===== config.mk =====
export PLATFORM = sky130hd
export DESIGN_NAME = shift_pipe2
export DESIGN_NICKNAME = d
export VERILOG_FILES = /design/src/rtl/shift_pipe2.sv
export SDC_FILE = /design/constraint.sdc
export NUM_CORES = 1
export LEC_CHECK = 0
export CAP_MARGIN = 20
export CORE_MARGIN = 4
export CORE_UTILIZATION = 41
export CTS_BUF_LIST = sky130_fd_sc_hd__clkbuf_8
export DETAILED_ROUTE_END_ITERATION = 10
export HOLD_SLACK_MARGIN = 0.03
export PLACE_DENSITY = 0.65
export SETUP_SLACK_MARGIN = 0.1
export SLEW_MARGIN = 10
export SYNTH_ARGS = -nofsm -noshare
export SYNTH_HDL_FRONTEND = slang
export SYNTH_SLANG_ARGS = --single-unit

===== constraint.sdc =====
create_clock -name clk -period 2.7 [get_ports clk]
set_input_delay 0.675 -clock clk [delete_from_list [all_inputs] [get_ports clk]]
set_output_delay 0.675 -clock clk [all_outputs]
set_load 0.01 [all_outputs]

===== src/rtl/shift_pipe2.sv =====
// shift_pipe2 -- two-stage 16-bit shifter/rotator with valid/ready handshake.
//
// Stage S1 applies the fine amount Cnt[1:0] (0..3); stage S2 applies the
// coarse amount 4*Cnt[3:2] (0,4,8,12) using the Op latched alongside S1.
// Out is the S2 register; out_valid is the S2 valid bit.
//
// Ports:
//   clk        clock, rising edge
//   rst        synchronous active-high reset
//   in_valid   upstream offers In/Cnt/Op
//   in_ready   block accepts the offer this cycle
//   In  [15:0] operand
//   Cnt [3:0]  shift/rotate amount
//   Op  [1:0]  00 ROL, 01 SLL, 10 ROR, 11 SRL
//   out_valid  Out holds a completed result
//   out_ready  downstream consumes Out this cycle
//   Out [15:0] result
//
// Build option:
//   SHIFT_PIPE2_RIGHT_EN  when defined, ROR/SRL are implemented; otherwise
//                         Op[1] is ignored (10 acts as ROL, 11 as SLL).

module shift_pipe2 (
    input  logic        clk,
    input  logic        rst,
    input  logic        in_valid,
    output logic        in_ready,
    input  logic [15:0] In,
    input  logic [3:0]  Cnt,
    input  logic [1:0]  Op,
    output logic        out_valid,
    input  logic        out_ready,
    output logic [15:0] Out
);

`ifdef SHIFT_PIPE2_RIGHT_EN
    localparam int unsigned OPW = 2;
`else
    localparam int unsigned OPW = 1;
`endif

    // Op[0] selects logical shift (1) versus rotate (0); Op[1] selects right.
    function automatic logic [15:0] shift16(input logic [15:0]    d,
                                            input logic [3:0]     amt,
                                            input logic [OPW-1:0] op);
        logic [4:0]  inv;
        logic [15:0] res;
        // Complementary amount for the wrap-around part of a rotate;
        // amt = 0 gives inv = 16, which shifts everything out (no wrap).
        inv = 5'd16 - {1'b0, amt};
`ifdef SHIFT_PIPE2_RIGHT_EN
        if (op[1]) begin
            res = op[0] ? (d >> amt) : ((d >> amt) | (d << inv));
        end else begin
            res = op[0] ? (d << amt) : ((d << amt) | (d >> inv));
        end
`else
        res = op[0] ? (d << amt) : ((d << amt) | (d >> inv));
`endif
        return res;
    endfunction

    logic [OPW-1:0] op_in;
    logic [15:0]    s1_data;
    logic [1:0]     s1_hi;
    logic [OPW-1:0] s1_op;
    logic           v1;
    logic           v2;
    logic [15:0]    s2_data;
    logic           s1_load;
    logic           s2_load;
    logic           adv2;

    assign op_in = Op[OPW-1:0];

`ifndef SHIFT_PIPE2_RIGHT_EN
    logic unused_op1;
    assign unused_op1 = Op[1];
`endif

    // S2 can take new data when empty or draining this cycle.
    assign adv2     = v2 & out_ready;
    assign s2_load  = (~v2 | out_ready) & v1;
    assign in_ready = ~v1 | ~v2 | out_ready;
    assign s1_load  = in_valid & in_ready;

    assign out_valid = v2;
    assign Out       = s2_data;

    // Stage 1: fine shift by Cnt[1:0], carry coarse amount and op forward.
    always_ff @(posedge clk) begin
        if (rst) begin
            v1      <= 1'b0;
            s1_data <= '0;
            s1_hi   <= '0;
            s1_op   <= '0;
        end else begin
            v1 <= s1_load | (v1 & ~s2_load);
            if (s1_load) begin
                s1_data <= shift16(In, {2'b00, Cnt[1:0]}, op_in);
                s1_hi   <= Cnt[3:2];
                s1_op   <= op_in;
            end
        end
    end

    // Stage 2: coarse shift by 4*Cnt[3:2]. A bubble arriving while S2
    // drains clears v2, so a consumed result is never re-presented.
    always_ff @(posedge clk) begin
        if (rst) begin
            v2      <= 1'b0;
            s2_data <= '0;
        end else begin
            v2 <= s2_load | (v2 & ~adv2);
            if (s2_load) begin
                s2_data <= shift16(s1_data, {s1_hi, 2'b00}, s1_op);
            end
        end
    end

endmodule


After elaboration in Yosys (flattened, before gate mapping)
Index checks and enable logic that the tools add are counted.
{ "op_classes": {"n_bitwise": 16, "n_addsub": 2, "n_shift": 4, "muxes": 2} }
{ "ops": {"columns": ["op", "n"], "rows": [
  ["2-to-1 mux 16 bit", 2],
  ["bitwise OR 16 bit", 2],
  [">> shifter 16 x 5 -> 16 bit", 2],
  ["left shift 16 x 2 -> 16 bit", 1],
  ["left shift 16 x 4 -> 16 bit", 1],
  ["bitwise AND 1 bit", 5],
  ["bitwise OR 1 bit", 5],
  ["subtractor 5 x 2 -> 5 bit (first input constant)", 1],
  ["subtractor 5 x 4 -> 5 bit (first input constant)", 1],
  ["inverter 1 bit", 4]
]} }
{ "word_totals": {"in_bits": 26, "register_bits": 37, "elab_cells": 30} }

Depth between registers and ports, before layout
{ "logic_depth": {"ltp_word": 6, "mapped_depth": 7} }

Worst setup path after synthesis
Ideal clock, no wire load.
{ "synth_timing": {"path_type": "register to register", "start": "register s1_hi[0]", "end": "register s2_data[6] (netlist: Out[6])", "setup_ps": 88, "arrival_time_ps": 1961, "stages_incl_launch_ff": 8, "required_time_ps": 2612, "setup_slack_ps": 651, "n_path_buf": 2, "period_less_slack_ps": 2049, "cell_sequence": "dfxtp_1 buf_4 buf_2 inv_1 ha_1 or3_4 o22a_1 a311oi_2"} }
{ "synth_via": {"elab_chain_cells": 4, "elab_cells_between_ends": 5, "classes_between": "1 x add/sub; 2 x shift; 1 x mux; 1 x bitwise"} }
{ "synth_lines": {"columns": ["element", "line", "rtl"], "rows": [
  ["start: declaration", "65", "logic [1:0] s1_hi;"],
  ["start signal: assignment", "101", "s1_hi <= Cnt[3:2];"],
  ["subtractor 5 x 4 -> 5 bit", "50", "inv = 5'd16 - {1'b0, amt};"],
  [">> shifter 16 x 5 -> 16 bit", "58", "res = op[0] ? (d << amt) : ((d << amt) | (d >> inv));"],
  ["bitwise OR 16 bit", "58", null],
  ["2-to-1 mux 16 bit (*)", "58", null],
  ["end signal: assignment", "116", "s2_data <= shift16(s1_data, {s1_hi, 2'b00}, s1_op);"],
  ["end: declaration", "69", "logic [15:0] s2_data;"]
]} }
Every way passes the cells marked *; elsewhere a longest branch is shown, timed or not.
A chain may end at the register's enable or synchronous reset.

Final worst setup path
{ "layout_timing": {"start": "input port out_ready", "end": "output port in_ready"} }
{ "layout_via": {"elab_chain_cells": 1} }
{ "layout_lines": {"columns": ["element", "line", "rtl"], "rows": [
  ["start: declaration", "32", "input logic out_ready,"],
  ["bitwise OR 1 bit", "84", "assign in_ready = ~v1 | ~v2 | out_ready;"],
  ["end: declaration", "27", "output logic in_ready,"]
]} }
No other way between the ends.

==> run summary <==
Die Area = 7070 µm²
first-pass detailed-route iteration total = 4
vias in the first global route = 1973
post-layout min period = 2.37 ns
EDFF count, synth = 0
gp weighted congestion = 0.873
DR vias = 2129
largest net degree at the start of global routing = 38
warnings from Yosys = 0
Vias/cell = 6.01
# rows = 27
type of element capturing the critical path = output pin
synth unique cells = 40
DR iter-0 viols = 170
Max Fclk = 0.422 GHz
Synth Flop Type = dfxtp_1
HP Class = reg -> reg
cts hold-fix bufs = 0
Worst EP arrival = 1.69 ns
Core Footprint = 5570 µm²
first-pass GRT wire length = 9570 µm
Yosys reg bits = 37
Area Growth Syn to Fin = 24.5%
Seq/Total Area, Yosys = 31.2%
Root Buffer = clkbuf_8
Max Cap Violations = 0
wire length per cell = 16.6 µm
GR Util All Layers = 16.9%
syn_nets = 272
port buffer count = 42
H-tree levels = 2
Avg Inst Size Synth = 9.73 µm²
initial antenna violation count = 0
Setup TNS = 0 ns
Pleak = 0.973 nW
critical path fanouts, max = 2
Initial Utilization = 42.6%
Worst-Skew Late Latency = 0.29 ns
status = complete, no violations
cts bufs inserted = 5
RSZ-0062 raised after global routing = no
Cell Chain, Critical Path = clkdlybuf4s50_1, and3b_1, inv_2, dlygate4sd2_1
Clock Sinks = 37
Design Area, Final = 2960 µm²
IO Pins = 44
measured slew at the worst slew-check pin = 0.579 ns
global route overflow = 0
CP max stage delay = 0.40 ns
reg2reg end = Out[6]
Worst Setup Start Kind = input pin
hold path endpoint = Out[15]
r2r startpoint = s1_hi[0]
Bufs on Longest Clock Path = 2
nets = 309
R2R depth = 5
final WL = 5870 µm
Cells after Synth = 244
cell area after synthesis = 2370 µm²
maximum vdd drop = 0.172 mV
final hold vios = 0
final slew viol count = 0
antenna cells = 0
Final period util = 87.8%
Post-synth ARST share = 0%
count of final setup violators = 0
reg-to-reg setup timing slack = 0.86 ns
Antenna Nets Post-Route = 0
CP required = 2.03 ns
Hold Path Depth = 2
Die X = 84.1 µm
Setup Crit Path Kind = in -> out
Clock Skew = 0.00750 ns
Critical Path Source = out_ready
slew margin rel. = 61.4%
CTS tree = done
hpwl dp = 4360 µm
DRC viols = 0
slowest CP cell = clkdlybuf4s50_1
PD cells = 458 nW/µm²
placed cell area = 2870 µm²
share of layout cells above drive strength 1 = 20.6%
Worst-path clk slew = 0.07 ns
Die H = 84.1 µm
Hold Path Origin = Out[15]
==> per-stage QoR <==
stage | setup slack, ns | instances | hold slack [ns] | utilization (%) | total power [mW]
2_1_floorplan | 0.651 | 244 | 0.473 | - | 0.852
3_3_place_gp | 0.0546 | 346 | 0.510 | 51.5 | 0.981
3_5_place_dp | 0.0541 | 346 | 0.515 | 51.5 | 0.987
4_1_cts | 0.305 | 354 | 0.523 | 53.0 | 1.36
5_1_grt | 0.261 | 354 | 0.545 | 53.0 | 1.43
6_report | 0.330 | 354 | 0.518 | 53.0 | 1.35
==> registers in the layout, summed over array words and instances, names as in the netlist <==
register,cells
Out,16
out_valid,1
s1_data,16
s1_hi,2
s1_op,1
v1,1
==> cells by family (layout without fill, tap and decap cells) <==
logic type | after synthesis | after routing | synth area share [%]
AO/OA/AOI/OAI | 93 | 93 | 27.5
AND/OR/NAND/NOR | 44 | 44 | 11.4
adder cells (fa/ha/maj) | 2 | 2 | 1.05
flip-flops | 37 | 37 | 31.2
buffers and inverters | 31 | 69 | 6.01
multiplexers | 37 | 37 | 22.8
==> per-layer routing <==
layer	global-route usage, %	up-vias	part of all wire [%]
met5	0	-	0
met4	7.46	0	2.8
met3	3.46	18	5.4
met2	26.6	67	47
met1	22.1	1003	45
li1	-	1041	-
==> worst max-delay path: cells and delay by family <==
| kind | cells | cell delay [ns] |
|---|---|---|
| AND/OR/NAND/NOR | 1 | 0.29 |
| buffers and inverters | 3 | 0.73 |
==> cell usage after synthesis, types with 5 or more instances <==
cell type	count	area (µm²)
a211oi_1	12	90.1
a21oi_1	38	190
a222oi_1	7	70.1
buf_2	6	30.0
clkbuf_1	12	45.0
dfxtp_1	37	741
inv_1	5	18.8
mux2_2	16	180
mux2i_1	9	90.1
mux4_2	12	270
nand2_1	5	18.8
nand3_1	21	105
o21ai_0	14	70.1
==> area by class of cell <==
| class | count | area, µm² |
|---|---|---|
| well taps | 72 | 90.1 |
| clock buffers | 5 | 68.8 |
| fillers | 533 | 2620 |
| flip-flops and latches | 37 | 741 |
| repair buffers | 54 | 522 |
| inverters | 7 | 26.3 |
| clock inverters | 3 | 17.5 |
| multi-input cells | 176 | 1490 |
==> layout by cell type, fill, tap and decap left out, types with 3 or more instances in the layout <==
cell type         n
clkdlybuf4s50_1  41
a21oi_1          38
dfxtp_1          37
nand3_1          21
mux2_2           16
o21ai_0          14
mux4_2           12
a211oi_1         12
buf_4            11
mux2i_1           9
a222oi_1          7
inv_1             5
nand2_1           5
clkbuf_8          5
a311oi_1          4
o22a_1            4
a311oi_2          4
nand3b_1          3
o2111a_1          3
==> how the worst max path moves through the flow <==
stage | cells after the start | to
final | 4 | in_ready
after global routing | 4 | in_ready
after CTS | 4 | in_ready
after detailed placement | 4 | in_ready
after global placement | 4 | in_ready
after floorplan | 7 | Out[6]
==> report_power, final <==
part | switching, mW | total (mW) | internal (mW)
sequential | 0.0377 | 0.622 | 0.585
combinational | 0.162 | 0.351 | 0.189
clock | 0.203 | 0.381 | 0.178
total | 0.402 | 1.35 | 0.952
==> timing repair <==
action	4_1_cts	5_1_grt
setup buffers	0	0
endpoints found under the hold margin	0	0
endpoints found under the setup margin	1	0
gates resized for setup	1	0
Note: power is estimated with default switching activity, not from simulation.
